## src/rtl/decode_ctrl.sv

```systemverilog
// RV32I decode stage: one-entry ID register, decodes at capture, outputs come straight from registers.
// Latency 1 cycle; ifReady drops when the held entry cannot drain (exReady low, load-use hazard, or flush).
module decode_ctrl (
    input  logic        clk,
    input  logic        rst,
    input  logic        ifValid,
    input  logic [31:0] ifInstr,
    input  logic [31:0] ifPc,
    output logic        ifReady,
    input  logic        exReady,
    input  logic        exIsLoad,
    input  logic [4:0]  exRd,
    input  logic        flush,
    output logic        idValid,
    output logic [31:0] idPc,
    output logic [2:0]  immCntrl,
    output logic [24:0] immSrc,
    output logic [4:0]  rs1,
    output logic [4:0]  rs2,
    output logic [4:0]  rd,
    output logic        illegal
);

    localparam logic [6:0] OP_IMM = 7'b0010011;
    localparam logic [6:0] LOAD   = 7'b0000011;
    localparam logic [6:0] JALR   = 7'b1100111;
    localparam logic [6:0] STORE  = 7'b0100011;
    localparam logic [6:0] BRANCH = 7'b1100011;
    localparam logic [6:0] OP     = 7'b0110011;
    localparam logic [6:0] LUI    = 7'b0110111;
    localparam logic [6:0] AUIPC  = 7'b0010111;
    localparam logic [6:0] JAL    = 7'b1101111;

    localparam logic [2:0] IMM_NONE  = 3'b000;
    localparam logic [2:0] IMM_SHAMT = 3'b001;
    localparam logic [2:0] IMM_I     = 3'b010;
    localparam logic [2:0] IMM_S     = 3'b011;
    localparam logic [2:0] IMM_B     = 3'b100;
    localparam logic [2:0] IMM_U     = 3'b101;
    localparam logic [2:0] IMM_J     = 3'b110;

    logic        r_valid;
    logic [31:0] r_pc;
    logic [2:0]  r_imm;
    logic [24:0] r_immSrc;
    logic [4:0]  r_rs1;
    logic [4:0]  r_rs2;
    logic [4:0]  r_rd;
    logic        r_rs1Used;
    logic        r_rs2Used;
    logic        r_illegal;

    logic [2:0]  w_imm;
    logic        w_rs1Used;
    logic        w_rs2Used;
    logic        w_illegal;
    logic        w_hazard;
    logic        w_idValid;
    logic        w_drain;
    logic        w_ifReady;

    always_comb begin
        w_imm     = IMM_NONE;
        w_rs1Used = 1'b0;
        w_rs2Used = 1'b0;
        w_illegal = 1'b0;
        case (ifInstr[6:0])
            OP_IMM: begin
                w_imm     = (ifInstr[13:12] == 2'b01) ? IMM_SHAMT : IMM_I;
                w_rs1Used = 1'b1;
            end
            LOAD, JALR: begin
                w_imm     = IMM_I;
                w_rs1Used = 1'b1;
            end
            STORE, BRANCH, OP: begin
                w_imm     = (ifInstr[6:0] == STORE)  ? IMM_S :
                            (ifInstr[6:0] == BRANCH) ? IMM_B : IMM_NONE;
                w_rs1Used = 1'b1;
                w_rs2Used = 1'b1;
            end
            LUI, AUIPC: w_imm = IMM_U;
            JAL:        w_imm = IMM_J;
            default:    w_illegal = 1'b1;
        endcase
    end

    // x0 is never a real producer, so a load targeting it cannot stall.
    assign w_hazard  = r_valid & exIsLoad & (exRd != 5'd0) &
                       ((r_rs1Used & (r_rs1 == exRd)) | (r_rs2Used & (r_rs2 == exRd)));
    assign w_idValid = r_valid & ~w_hazard & ~flush;
    assign w_drain   = w_idValid & exReady;
    assign w_ifReady = ~flush & (~r_valid | w_drain);

    always_ff @(posedge clk) begin
        if (rst) begin
            r_valid   <= 1'b0;
            r_pc      <= '0;
            r_imm     <= IMM_NONE;
            r_immSrc  <= '0;
            r_rs1     <= '0;
            r_rs2     <= '0;
            r_rd      <= '0;
            r_rs1Used <= 1'b0;
            r_rs2Used <= 1'b0;
            r_illegal <= 1'b0;
        end else if (flush) begin
            r_valid <= 1'b0;
        end else if (ifValid && w_ifReady) begin
            r_valid   <= 1'b1;
            r_pc      <= ifPc;
            r_imm     <= w_imm;
            r_immSrc  <= ifInstr[31:7];
            r_rs1     <= ifInstr[19:15];
            r_rs2     <= ifInstr[24:20];
            r_rd      <= ifInstr[11:7];
            r_rs1Used <= w_rs1Used;
            r_rs2Used <= w_rs2Used;
            r_illegal <= w_illegal;
        end else if (w_drain) begin
            r_valid <= 1'b0;
        end
    end

    assign ifReady  = w_ifReady;
    assign idValid  = w_idValid;
    assign idPc     = r_pc;
    assign immCntrl = r_imm;
    assign immSrc   = r_immSrc;
    assign rs1      = r_rs1;
    assign rs2      = r_rs2;
    assign rd       = r_rd;
    assign illegal  = r_illegal;

endmodule

```

## config.mk

```make
export PLATFORM = sky130hd
export DESIGN_NAME = decode_ctrl
export DESIGN_NICKNAME = d
export VERILOG_FILES = /design/src/rtl/decode_ctrl.sv
export SDC_FILE = /design/constraint.sdc
export NUM_CORES = 1
export LEC_CHECK = 0
export CORE_ASPECT_RATIO = 1.4
export CORE_UTILIZATION = 45
export CTS_CLUSTER_DIAMETER = 60
export DETAILED_ROUTE_END_ITERATION = 10
export PLACE_DENSITY = 0.94
export RECOVER_POWER = 50
export SYNTH_ARGS = -nofsm -noshare
export SYNTH_HDL_FRONTEND = slang
export SYNTH_SLANG_ARGS = --single-unit
export TNS_END_PERCENT = 30
```

## constraint.sdc

```tcl
create_clock -name clk -period 4.7 [get_ports clk]
set_input_delay 0.94 -clock clk [delete_from_list [all_inputs] [get_ports clk]]
set_output_delay 0.94 -clock clk [all_outputs]
set_load 0.1 [all_outputs]
```

==> run metrics <==
Layout Utilization=69.5%; leakage power=0.00227 uW; Hold Crit Start=idPc[25]; postcts setup bufs=0; Worst-Margin Slew=~1.5 ns; Worst-Skew Late Latency=0.35 ns; Min Hold Slack=0.475 ns; post-layout min period=3.88 ns; GR Util met2=approximately two fifths; DRC violations left=0; GP Congestion=0.885; library cells used by synthesis=32; DIE HEIGHT=~100 um; path depth of the worst reg2reg path=6; clock skew=0.0173 ns; Cell Area, Synth=3330 um2; Power Density=323 nW/um2; Worst Path Arrival=4.15 ns; GR peak layer=met2; FF+latch count, synth=64; pin count of the biggest net entering global routing=78; clk buf depth=2; antenna-violating nets left=0; Hold Vio Cnt, Final=0; Required @ worst endpoint=4.97 ns; clock sinks=64; Syn Inst Count=338; Post-CTS Hold Buffers=0; CTS Root Buffer Type=clkbuf_8; row count=36; r2r endpoint=idPc[11]; failing checks=capacitance limit, slew limit; initial antenna violation count=0; vias per cell=4.81; hold path endpoint=idPc[25]; setup TNS=0 ns; CTS clk-pin slew, worst paths=0.07 ns; IO Count=153; Post-synth EDFFs=0; slowest CP cell=o31ai_1; sequential area share after synthesis=38.4%; post-synth net total=~410; vias in the first global route=2,777; Commonest cells post-synth=nand2b_1 (121), dfxtp_1 (64), mux2i_1 (62), buf_4 (15), clkbuf_1 (14); WP buf/inv=2; WHS Path Cells=2; outcome=complete, but fails checks; Die Span X=74.7 um; Slew headroom=-0.138%; Slew Viols, Final=1; Total Wirelength=8120 um; CTS Buf Count=9; worst hold path type=flop to flop; area of the multi-input gates=1740 um2; vias post-DR=2,742; DP Worst Slack=around 0.96 ns; asr flop ratio synth=0%; Reg area=around 1300 um2; Yosys warning count=0; post-cts sizing count=0; global route overflow=0; worst r2r src=immSrc[12]; RSZ-0062 raised after global routing=no; startpoint types=input port; first-pass GRT wire length=12,700 um; fraction of layout cells with a size suffix above 1=5.26%; CP Cell Sequence=dlygate4sd3_1 -> xor2_1 -> nor4_1 -> a32oi_1 -> o31ai_1 -> buf_4 -> mux2i_1; final worst path period share=82.5%; most frequent cell after synthesis=nand2b_1; core area=between 7000 and 8000 um2; CP top delay family=compound AO/OA/AOI/OAI gates; H-tree Lvls=3; crit path kind=input port to flop; Top FF cell, synth=dfxtp_1; final count of negative-setup-slack endpoints=0; top cell type's share of synthesized area=38.4%; P&R area growth vs syn=47.4%; DRT Pass-1 Iters=4; Ant. Diodes=0; PortBufs=152; Wirelength per Cell=14.2 um; Tot Pwr=1590 uW; DP Wirelength=6060 um; CP max stage delay=1.19 ns; Yosys top cell by area=dfxtp_1; Peak VDD IR=roughly 270 uV; met1 usage=21.1%; fin nets=about 550; synth top area cells=dfxtp_1 (38%), nand2b_1 (23%), mux2i_1 (19%), buf_12 (3.6%), buf_4 (3.4%); filler cell count=563; TritonCTS clock tree=done; worst-path maximum fanout=18; die area=7760 um2; initial DRC count=100; final setup margin=0.822 ns; Max-Cap Viols=1; maximum achievable frequency=258 MHz; Avg Inst Size Synth=9.86 um2; R2R setup slack=1.68 ns; Critical Path Sink Type=flop; Starting Density=47.1%; met3 usage=6.23%; Total GRT Usage=21.3%
## per-layer routing
layer  vias to the layer above  part of all wire, %
met5                         -                    0
met4                         0                  3.6
met3                        26                  5.1
met2                       101                   54
met1                      1255                   37
li1                       1360                    -
## where the power goes
| group | leakage [uW] | internal [uW] | switching (uW) |
|---|---|---|---|
| combinational | 0.00164 | 151 | 322 |
| sequential | 0.000523 | 569 | 17.3 |
| clock | 0.000107 | 301 | 228 |
| total | 0.00227 | 1020 | 567 |
## cell families (layout without fill, tap and decap cells)
family / Yosys count / count (layout) / share of synthesized area [%]
AO/OA/AOI/OAI: 14 / 14 / 3.00
XOR/XNOR: 11 / 11 / 2.89
buffers and inverters: 38 / 175 / 9.12
flip-flops: 64 / 64 / 38.4
multiplexers: 63 / 63 / 19.0
AND/OR/NAND/NOR: 148 / 148 / 27.6
## sequential cells by signal (all words and copies together), names as in the netlist
register and cells:
idPc 32, illegal 1, immCntrl 3, immSrc 25, r_rs1Used 1, r_rs2Used 1, r_valid 1
## layout make-up
cell class	instances	area share, %
timing repair buffer	157	31.5
sequential	64	26.1
inverter	2	0.153
tap	95	2.42
clock buffer	10	2.60
multi-input combinational	236	35.3
clock inverter	6	1.91
## how the worst max path moves through the flow
stage,start,to,slack [ns],cells past startpoint
detailed placement,exRd[4],ifReady,0.96,7
CTS,exRd[4],ifReady,0.95,7
finish,exRd[4],idPc[11],0.82,7
global placement,exRd[0],ifReady,1.02,6
floorplan,exRd[0],idValid,0.01,4
global route,exRd[4],idPc[16],0.55,7
## stage by stage
stage	instance area [um2]	cells
CTS	4930	570
detailed placement	4710	554
finish	4910	570
floorplan	3330	338
global placement	4710	554
global route	4910	570
## layout by cell type (no fill, tap or decap), types with 2 or more instances in the layout
cell type	instances
or4_1	3
dfxtp_1	64
nand2b_1	121
xnor2_1	3
mux2i_1	62
buf_4	7
nand2_1	5
nor2_1	4
nor2b_1	3
inv_1	2
nor4_1	3
a21oi_1	3
clkbuf_8	9
xor2_1	8
nand3b_1	2
clkdlybuf4s50_1	82
clkinv_4	3
o21ai_0	4
bufinv_16	2
dlygate4sd3_1	67
nor3_1	3
## worst reg2reg max path: cells and delay by family (launching register included)
family          cells  cell delay (ns)
buf+inv             1             0.50
flops               1             0.36
xor+xnor            1             0.17
compound gates      2             1.39
mux                 1             0.25
simple gates        1             0.29
No activity file was read; power rests on OpenSTA's default activity.
